--- config.mk ---
export PLATFORM = sky130hd
export DESIGN_NAME = uart_cmd_responder
export DESIGN_NICKNAME = d
export VERILOG_FILES = /design/src/rtl/comm_pkg.sv /design/src/rtl/uart_rx.sv /design/src/rtl/uart_cmd_responder.sv
export SDC_FILE = /design/constraint.sdc
export NUM_CORES = 1
export LEC_CHECK = 0
export CORE_UTILIZATION = 58
export DETAILED_ROUTE_END_ITERATION = 10
export PLACE_DENSITY = 0.79
export SKIP_CTS_REPAIR_TIMING = 1
export SYNTH_ARGS = -nofsm -noshare
export SYNTH_HDL_FRONTEND = slang
export SYNTH_HIERARCHICAL = 1
export SYNTH_SLANG_ARGS = --single-unit
--- constraint.sdc ---
create_clock -name clk -period 2.1 [get_ports clk]
set_input_delay 0.42 -clock clk [delete_from_list [all_inputs] [get_ports clk]]
set_output_delay 0.42 -clock clk [all_outputs]
set_load 0.01 [all_outputs]
--- src/rtl/comm_pkg.sv ---
// Shared types and defaults for the UART command link between the host and the LA_dig core.
package comm_pkg;

    localparam int unsigned DEFAULT_BAUD_DIV = 868;
    localparam int unsigned DEFAULT_TIMEOUT  = 20000;

    typedef enum logic [1:0] {
        OP_READ  = 2'b00,
        OP_WRITE = 2'b01,
        OP_DUMP  = 2'b10
    } opcode_t;

    typedef struct packed {
        opcode_t    opcode;
        logic [5:0] addr;
        logic [7:0] data;
    } cmd_t;

    typedef enum logic {
        WAIT_HI,
        WAIT_LO
    } rx_asm_state_t;

    typedef enum logic [1:0] {
        TX_IDLE,
        TX_START,
        TX_DATA,
        TX_STOP
    } tx_state_t;

    typedef enum logic [1:0] {
        RXB_IDLE,
        RXB_START,
        RXB_DATA,
        RXB_STOP
    } rx_bit_state_t;

endpackage

--- src/rtl/uart_rx.sv ---
// 8N1 UART receiver: input synchronizer, mid-bit sampling FSM and LSB-first shift register.
module uart_rx
    import comm_pkg::*;
#(
    parameter int unsigned BAUD_DIV = DEFAULT_BAUD_DIV
) (
    input  logic       clk,
    input  logic       rst,
    input  logic       rx,
    output logic [7:0] rx_data,
    output logic       rx_done,
    output logic       rx_err,
    output logic       rx_busy
);

    localparam int unsigned CNT_W = $clog2(BAUD_DIV);
    localparam int unsigned HALF  = BAUD_DIV / 2;

    rx_bit_state_t    state_q, state_d;
    logic [CNT_W-1:0] cnt_q, cnt_d;
    logic [2:0]       bit_q, bit_d;
    logic [7:0]       sh_q, sh_d;
    logic             rx_s1_q, rx_s1_d;
    logic             rx_s2_q, rx_s2_d;
    logic             rx_prev_q, rx_prev_d;
    logic             done_q, done_d;
    logic             err_q, err_d;
    logic             busy_q, busy_d;

    always_ff @(posedge clk) begin
        if (rst) begin
            state_q   <= RXB_IDLE;
            cnt_q     <= '0;
            bit_q     <= '0;
            sh_q      <= '0;
            rx_s1_q   <= 1'b1;
            rx_s2_q   <= 1'b1;
            rx_prev_q <= 1'b1;
            done_q    <= 1'b0;
            err_q     <= 1'b0;
            busy_q    <= 1'b0;
        end else begin
            state_q   <= state_d;
            cnt_q     <= cnt_d;
            bit_q     <= bit_d;
            sh_q      <= sh_d;
            rx_s1_q   <= rx_s1_d;
            rx_s2_q   <= rx_s2_d;
            rx_prev_q <= rx_prev_d;
            done_q    <= done_d;
            err_q     <= err_d;
            busy_q    <= busy_d;
        end
    end

    always_comb begin
        state_d   = state_q;
        cnt_d     = cnt_q;
        bit_d     = bit_q;
        sh_d      = sh_q;
        rx_s1_d   = rx;
        rx_s2_d   = rx_s1_q;
        rx_prev_d = rx_s2_q;
        done_d    = 1'b0;
        err_d     = 1'b0;

        unique case (state_q)
            RXB_IDLE: begin
                if (rx_prev_q && !rx_s2_q) begin
                    state_d = RXB_START;
                    cnt_d   = '0;
                end
            end
            // Half a bit in: a high line here means a glitch, not a start bit.
            RXB_START: begin
                if (cnt_q == CNT_W'(HALF - 1)) begin
                    cnt_d = '0;
                    bit_d = '0;
                    state_d = rx_s2_q ? RXB_IDLE : RXB_DATA;
                end else begin
                    cnt_d = cnt_q + CNT_W'(1);
                end
            end
            RXB_DATA: begin
                if (cnt_q == CNT_W'(BAUD_DIV - 1)) begin
                    cnt_d = '0;
                    sh_d  = {rx_s2_q, sh_q[7:1]};
                    if (bit_q == 3'd7) begin
                        state_d = RXB_STOP;
                    end else begin
                        bit_d = bit_q + 3'd1;
                    end
                end else begin
                    cnt_d = cnt_q + CNT_W'(1);
                end
            end
            RXB_STOP: begin
                if (cnt_q == CNT_W'(BAUD_DIV - 1)) begin
                    cnt_d   = '0;
                    state_d = RXB_IDLE;
                    done_d  = rx_s2_q;
                    err_d   = !rx_s2_q;
                end else begin
                    cnt_d = cnt_q + CNT_W'(1);
                end
            end
            default: state_d = RXB_IDLE;
        endcase

        busy_d = (state_d != RXB_IDLE);
    end

    assign rx_data = sh_q;
    assign rx_done = done_q;
    assign rx_err  = err_q;
    assign rx_busy = busy_q;

endmodule

--- src/rtl/uart_cmd_responder.sv ---
// Device side of the host command link: assembles 16-bit commands from UART bytes
// and serialises 8-bit responses back to the host.
module uart_cmd_responder
    import comm_pkg::*;
#(
    parameter int unsigned BAUD_DIV = DEFAULT_BAUD_DIV,
    parameter int unsigned TIMEOUT  = DEFAULT_TIMEOUT
) (
    input  logic        clk,
    input  logic        rst,
    input  logic        RX,
    output logic        TX,
    output logic [15:0] cmd,
    output logic        cmd_rdy,
    input  logic        clr_cmd_rdy,
    input  logic [7:0]  resp,
    input  logic        send_resp,
    output logic        resp_sent,
    output logic        tx_busy,
    output logic        frm_err
);

    localparam int unsigned CNT_W = $clog2(BAUD_DIV);
    localparam int unsigned TO_W  = $clog2(TIMEOUT + 1);

    logic [7:0] rx_data;
    logic       rx_done;
    logic       rx_err;
    logic       rx_busy;

    uart_rx #(
        .BAUD_DIV (BAUD_DIV)
    ) u_rx (
        .clk     (clk),
        .rst     (rst),
        .rx      (RX),
        .rx_data (rx_data),
        .rx_done (rx_done),
        .rx_err  (rx_err),
        .rx_busy (rx_busy)
    );

    rx_asm_state_t   asm_q, asm_d;
    logic [7:0]      hi_q, hi_d;
    cmd_t            cmd_q, cmd_d;
    logic            rdy_q, rdy_d;
    logic [TO_W-1:0] to_q, to_d;

    tx_state_t        tx_state_q, tx_state_d;
    logic [CNT_W-1:0] tx_cnt_q, tx_cnt_d;
    logic [2:0]       tx_bit_q, tx_bit_d;
    logic [7:0]       tx_sh_q, tx_sh_d;
    logic             tx_q, tx_d;
    logic             busy_q, busy_d;
    logic             sent_q, sent_d;

    always_ff @(posedge clk) begin
        if (rst) begin
            asm_q      <= WAIT_HI;
            hi_q       <= '0;
            cmd_q      <= '0;
            rdy_q      <= 1'b0;
            to_q       <= '0;
            tx_state_q <= TX_IDLE;
            tx_cnt_q   <= '0;
            tx_bit_q   <= '0;
            tx_sh_q    <= '0;
            tx_q       <= 1'b1;
            busy_q     <= 1'b0;
            sent_q     <= 1'b0;
        end else begin
            asm_q      <= asm_d;
            hi_q       <= hi_d;
            cmd_q      <= cmd_d;
            rdy_q      <= rdy_d;
            to_q       <= to_d;
            tx_state_q <= tx_state_d;
            tx_cnt_q   <= tx_cnt_d;
            tx_bit_q   <= tx_bit_d;
            tx_sh_q    <= tx_sh_d;
            tx_q       <= tx_d;
            busy_q     <= busy_d;
            sent_q     <= sent_d;
        end
    end

    // Command assembler; completion is applied after the clear so it wins a tie.
    always_comb begin
        asm_d = asm_q;
        hi_d  = hi_q;
        cmd_d = cmd_q;
        rdy_d = rdy_q;
        to_d  = to_q;

        if (clr_cmd_rdy) begin
            rdy_d = 1'b0;
        end

        if (rx_err) begin
            asm_d = WAIT_HI;
            hi_d  = '0;
        end else begin
            unique case (asm_q)
                WAIT_HI: begin
                    if (rx_done) begin
                        hi_d  = rx_data;
                        to_d  = '0;
                        asm_d = WAIT_LO;
                    end
                end
                WAIT_LO: begin
                    if (rx_done) begin
                        cmd_d = cmd_t'({hi_q, rx_data});
                        rdy_d = 1'b1;
                        asm_d = WAIT_HI;
                    end else if (!rx_busy) begin
                        if (to_q == TO_W'(TIMEOUT)) begin
                            hi_d  = '0;
                            asm_d = WAIT_HI;
                        end else begin
                            to_d = to_q + TO_W'(1);
                        end
                    end
                end
                default: asm_d = WAIT_HI;
            endcase
        end
    end

    // Response transmitter; the stop bit's last cycle overlaps the resp_sent cycle.
    always_comb begin
        tx_state_d = tx_state_q;
        tx_cnt_d   = tx_cnt_q;
        tx_bit_d   = tx_bit_q;
        tx_sh_d    = tx_sh_q;
        tx_d       = tx_q;
        busy_d     = busy_q;
        sent_d     = 1'b0;

        unique case (tx_state_q)
            TX_IDLE: begin
                tx_d = 1'b1;
                if (send_resp && !sent_q) begin
                    tx_sh_d    = resp;
                    tx_cnt_d   = '0;
                    tx_d       = 1'b0;
                    busy_d     = 1'b1;
                    tx_state_d = TX_START;
                end
            end
            TX_START: begin
                if (tx_cnt_q == CNT_W'(BAUD_DIV - 1)) begin
                    tx_cnt_d   = '0;
                    tx_bit_d   = '0;
                    tx_d       = tx_sh_q[0];
                    tx_sh_d    = tx_sh_q >> 1;
                    tx_state_d = TX_DATA;
                end else begin
                    tx_cnt_d = tx_cnt_q + CNT_W'(1);
                end
            end
            TX_DATA: begin
                if (tx_cnt_q == CNT_W'(BAUD_DIV - 1)) begin
                    tx_cnt_d = '0;
                    if (tx_bit_q == 3'd7) begin
                        tx_d       = 1'b1;
                        tx_state_d = TX_STOP;
                    end else begin
                        tx_bit_d = tx_bit_q + 3'd1;
                        tx_d     = tx_sh_q[0];
                        tx_sh_d  = tx_sh_q >> 1;
                    end
                end else begin
                    tx_cnt_d = tx_cnt_q + CNT_W'(1);
                end
            end
            TX_STOP: begin
                if (tx_cnt_q == CNT_W'(BAUD_DIV - 2)) begin
                    tx_cnt_d   = '0;
                    busy_d     = 1'b0;
                    sent_d     = 1'b1;
                    tx_state_d = TX_IDLE;
                end else begin
                    tx_cnt_d = tx_cnt_q + CNT_W'(1);
                end
            end
            default: tx_state_d = TX_IDLE;
        endcase
    end

    assign TX        = tx_q;
    assign cmd       = cmd_q;
    assign cmd_rdy   = rdy_q;
    assign resp_sent = sent_q;
    assign tx_busy   = busy_q;
    assign frm_err   = rx_err;

endmodule

After elaboration in Yosys (flattened, before gate mapping)

Index checks and enable logic that the tools add are counted.

Equality and inequality tests: 28
Bitwise logic cells: 5
$add $sub $neg: 5
Reductions and logical operators: 26
Muxes and demuxes: 62

Operators with widths:

| kind                                                                    | number |
|---|---|
| 8-bit 2-to-1 mux                                                        | 8 |
| 10-bit 2-to-1 mux                                                       | 6 |
| 15-bit 2-to-1 mux                                                       | 4 |
| 10-bit one-hot mux with 3 select lines                                  | 2 |
| 10-bit == test, second input constant                                   | 3 |
| 15-bit one-hot mux with 2 select lines                                  | 1 |
| 8-bit one-hot mux with 3 select lines                                   | 1 |
| 2-bit 2-to-1 mux                                                        | 11 |
| 10-bit by 1-bit adder with 10-bit output, second input constant         | 2 |
| 2-bit inequality test, second input constant                            | 10 |
| 3-bit 2-to-1 mux                                                        | 6 |
| 2-bit one-hot mux with 4 select lines                                   | 2 |
| 8-bit one-hot mux with 2 select lines                                   | 1 |
| 15-bit by 1-bit adder with 15-bit output, second input constant         | 1 |
| 15-bit == test, second input constant                                   | 1 |
| 1-bit 2-to-1 mux                                                        | 15 |
| 5-bit AND reduction                                                     | 3 |
| 3-bit one-hot mux with 2 select lines                                   | 2 |
| 4-bit AND reduction                                                     | 3 |
| 10-bit by 9-bit == test with 1-bit output, second input constant        | 1 |
| 2-bit by 1-bit inequality test with 1-bit output, second input constant | 5 |
| 3-bit AND reduction                                                     | 3 |
| 2-bit == test, second input constant                                    | 4 |
| 2-bit nonzero test                                                      | 4 |
| 13 further kinds                                                        | 27 |

Flip-flop bits (word level): 96

Logic depth before layout (Yosys ltp)

Word-level depth: 5
Gate-level depth with buffers: 8
Depth with buffers taken out: 7

By module

Netlist, hierarchy kept.

By module, submodules not included:

| module             | times used | cells each | seq. area each (um2) | area each (um2) |
|---|---|---|---|---|
| uart_cmd_responder | 1          | 346        | 1341.3               | 3121.7 |
| uart_rx            | 1          | 158        | 580.6                | 1405.1 |

Worst setup path before layout

Ideal clock, no wire load.

Kind: register to register
From: register asm_q
To: register to_q[6]
Period minus slack after synthesis: 1.915 ns
Arrival: 1.798 ns
Path buffers: 0
Stages on the path, launching flop included: 8
Library setup time: 0.117 ns
Required time: 1.983 ns
Path slack: 0.185 ns
Cell sequence: dfxtp_1 -> inv_1 -> ha_1 -> a2111oi_4 -> nand3_1 -> or3_1 -> xor2_1 -> nor2_1

Word-level cells in the longest chain between the ends: 3
Elaborated cells between the ends (all ways): 7

Ends and longest elaborated chain:

| what                                                       | line                     | RTL |
|---|---|---|
| from (decl)                                                | uart_cmd_responder.sv:43 | `rx_asm_state_t asm_q, asm_d;` |
| from (signal assigned)                                     | uart_cmd_responder.sv:72 | `asm_q <= asm_d;` |
| 1-bit inverter                                             | n/a                      |  |
| 2-bit by 1-bit inequality test with 1-bit output (no line) | n/a                      |  |
| 5-bit AND reduction (no line)                              | n/a                      |  |
| to (signal assigned)                                       | uart_cmd_responder.sv:76 | `to_q <= to_d;` |
| to (decl)                                                  | uart_cmd_responder.sv:47 | `logic [TO_W-1:0] to_q, to_d;` |

Parallel ways exist; a longest one is shown, timed or not.
A chain may end at the register's enable or synchronous reset.

Worst setup path after layout

From: register asm_q
To: register to_q[14]

Same word-level chain as after synthesis.

==> flow_metrics.tcl <==
set metrics [dict create \
    end_kind "register" \
    numClockSinks 96 \
    synthFlopType "dfxtp_1" \
    critPathLaunchType "register" \
    synth.yosys.seq_area_share 0.4245 \
    setup_tns_ns 0 \
    dr_total_vias 3738 \
    antennaDiodeCount 0 \
    synthesis.instances 504 \
    yosys.area.top_type_share 0.4245 \
    htree_levels 3 \
    dr.pass1.iters 4 \
    ir_drop_uv 454.3 \
    critPathMaxStageDelay_ns 0.40 \
    syn_nets 535 \
    die_h_um 90.35 \
    grt_antenna_before_repair 0 \
    grt_pass1_vias 3534 \
    route.detailed.drc 0 \
    report.final.slew_viol_count 0 \
    crit_required_ns 2.39 \
    drive_above_1_share 0.1137 \
    maxCapViolCount 0 \
    hold_violations 0 \
    finalSetupViolations 0 \
    crit_path_top_delay_cell "dfxtp_1" \
    period_minus_slack_ns 1.975 \
    final_util 0.7125 \
    worst_pin_slew_ns 0.5908 \
    min_path_type "reg -> reg" \
    routabilityCongestion 0.7989 \
    synthToLayoutAreaGrowth_pct 16.61 \
    viasPerCell 5.724 \
    ys_seq_elements 96 \
    clk_latency_ns 0.37 \
    worst-path-buf-inv 1 \
    grt_pass1_wl_um 15310 \
    cts_tree "built" \
    relSlewSlack 0.6061 \
    synth_edf_count 0 \
    p_per_area_nw_per_um2 845.3 \
    critical_path.top_delay_family "simple AND/OR/NAND/NOR gates" \
    fin_skew_ns 0.01406 \
    wl_per_cell_um 13.64 \
    core_area_um2 7408 \
    root_buffer "clkbuf_8" \
    power_w 0.004462 \
    yosysTopAreaCell "dfxtp_1" \
    max_freq_ghz 0.5064 \
    initial_utilization 0.6110 \
    drtIter0Drc 147 \
    grt_usage 0.2267 \
    die_area_um2 8162 \
    holdWs_ns 0.4157 \
    cp.arrival_ns 2.26 \
    min_period_over_period 0.9403 \
    cp_cell_sequence "inv_1, ha_1, a2111oi_4, nand4_1, or3_1, a21oi_1" \
    ys_top_cells_by_area "dfxtp_1 42%, ha_1 5.0%, nand2_1 5.0%, mux2i_1 4.0%, a21oi_1 3.6%" \
    dp_hpwl_um 6244 \
    path_clk_slew_ns 0.10 \
    crit_type "reg -> reg" \
    drtAntennaViolNets 0 \
    grt_max_degree 37 \
    grt-ovfl-total 0 \
    placementRows 31 \
    yosys.cell_types.count 61 \
    portBuffers 33 \
    die_width_um 90.35 \
    nNetsFinal 580 \
    ys_warn_count 6 \
    p_leak_nw 1.999 \
    ios 34 \
    crit_fanout 6 \
    status "complete, no violations" \
    ctsLongestPathBuffers 2 \
    async_reset_ff_frac 0 \
    synth_area_um2 4527 \
    synth.avg_cell_area_um2 8.982 \
    numCtsBuffers 9 \
    drt_wl_total_um 8906 \
]
[state kept, by name, summed over array words and instances, names as in the netlist, 2 cells and up]
name and cells:
tx_state_q 2, u_rx/cnt_q 10, to_q 15, cmd 16, hi_q 8, u_rx/rx_data 8
tx_bit_q 3, u_rx/state_q 2, tx_cnt_q 10, u_rx/bit_q 3, tx_sh_q 8
[cell usage in the layout, fill, tap and decap left out, types with 4 or more instances in the layout]
cell,n
dfxtp_1,96
a21o_1,6
nand3_1,13
a22oi_1,5
a211oi_1,7
clkdlybuf4s50_1,32
xnor2_1,7
nor2_1,43
nand2_1,60
inv_1,22
nor3_1,14
buf_4,20
a21oi_1,33
nor3b_1,8
o21ai_0,28
a22o_1,8
clkbuf_8,9
mux2i_1,18
or3_1,8
nand4_1,6
a31oi_1,4
o22ai_1,4
ha_1,18
and3_1,9
nor2b_1,5
[worst reg2reg max path: stages, from the launching register on]
cell and delay [ns]:
dfxtp_1 0.40, inv_1 0.13, ha_1 0.24, a2111oi_4 0.33, nand4_1 0.24, or3_1 0.40
a21oi_1 0.16
[cells in the mapped netlist, types with 9 or more instances]
library cell	number
dfxtp_1	96
nand3_1	13
a21oi_1	33
nand2_1	60
o21ai_0	28
nor2_1	44
clkbuf_1	11
mux2i_1	18
nor3_1	14
ha_1	18
and3_1	9
inv_1	22
[per-layer routing]
metal / wire [um] / track usage / vias up
met2: 4479 / 0.4039 / 70
met3: 337 / 0.05724 / 8
li1: - / - / 1900
met4: 95 / 0.06720 / 0
met1: 3995 / 0.2673 / 1760
met5: 0 / 0 / -
[per-stage QoR]
stage | cells | worst slack, ns | area (um2)
2_1_floorplan | 504 | 0.1852 | 4527
3_5_place_dp | 637 | 0.01644 | 5047
3_3_place_gp | 637 | 0.09780 | 5047
4_1_cts | 653 | 0.004010 | 5250
6_report | 653 | 0.1254 | 5279
5_1_grt | 653 | -0.01338 | 5279
[power by group]
part | internal, W | switching (W)
logic | 0.000562 | 0.000664
clock network | 0.000570 | 0.000661
registers | 0.00193 | 0.0000774
[worst paths after layout]
check | startpoint | endpoint | slack (ns) | depth (start not counted)
max | asm_q$_SDFF_PP0_ | to_q[14]$_SDFFE_PP0P_ | 0.13 | 6
min | u_rx/rx_s1_q$_SDFF_PP1_ | u_rx/rx_prev_d$_SDFF_PP1_ | 0.42 | 1
max reg2reg | asm_q$_SDFF_PP0_ | to_q[14]$_SDFFE_PP0P_ | 0.13 | 6
min reg2reg | u_rx/rx_s1_q$_SDFF_PP1_ | u_rx/rx_prev_d$_SDFF_PP1_ | 0.42 | 1
[cells by family (layout without fill, tap and decap cells)]
kind of cell	count (synthesis)	after routing	share of synthesized area
AND/OR/NAND/NOR	197	197	0.2308
flip-flops	96	96	0.4245
AO/OA/AOI/OAI	120	120	0.1899
multiplexers	20	20	0.04478
adder cells (fa/ha/maj)	18	18	0.04975
XOR/XNOR	10	10	0.01935
buffers and inverters	43	93	0.04090
[final cells by class]
cell class                 instances  area (um2)
multi-input combinational        365        2449
fill                             577        2130
sequential                        96        1922
timing repair buffer              54       495.5
clock buffer                      10       127.6
tap                               99       123.9
inverter                          23       86.33
clock inverter                     6       75.07
Note: power is estimated with default switching activity, not from simulation.
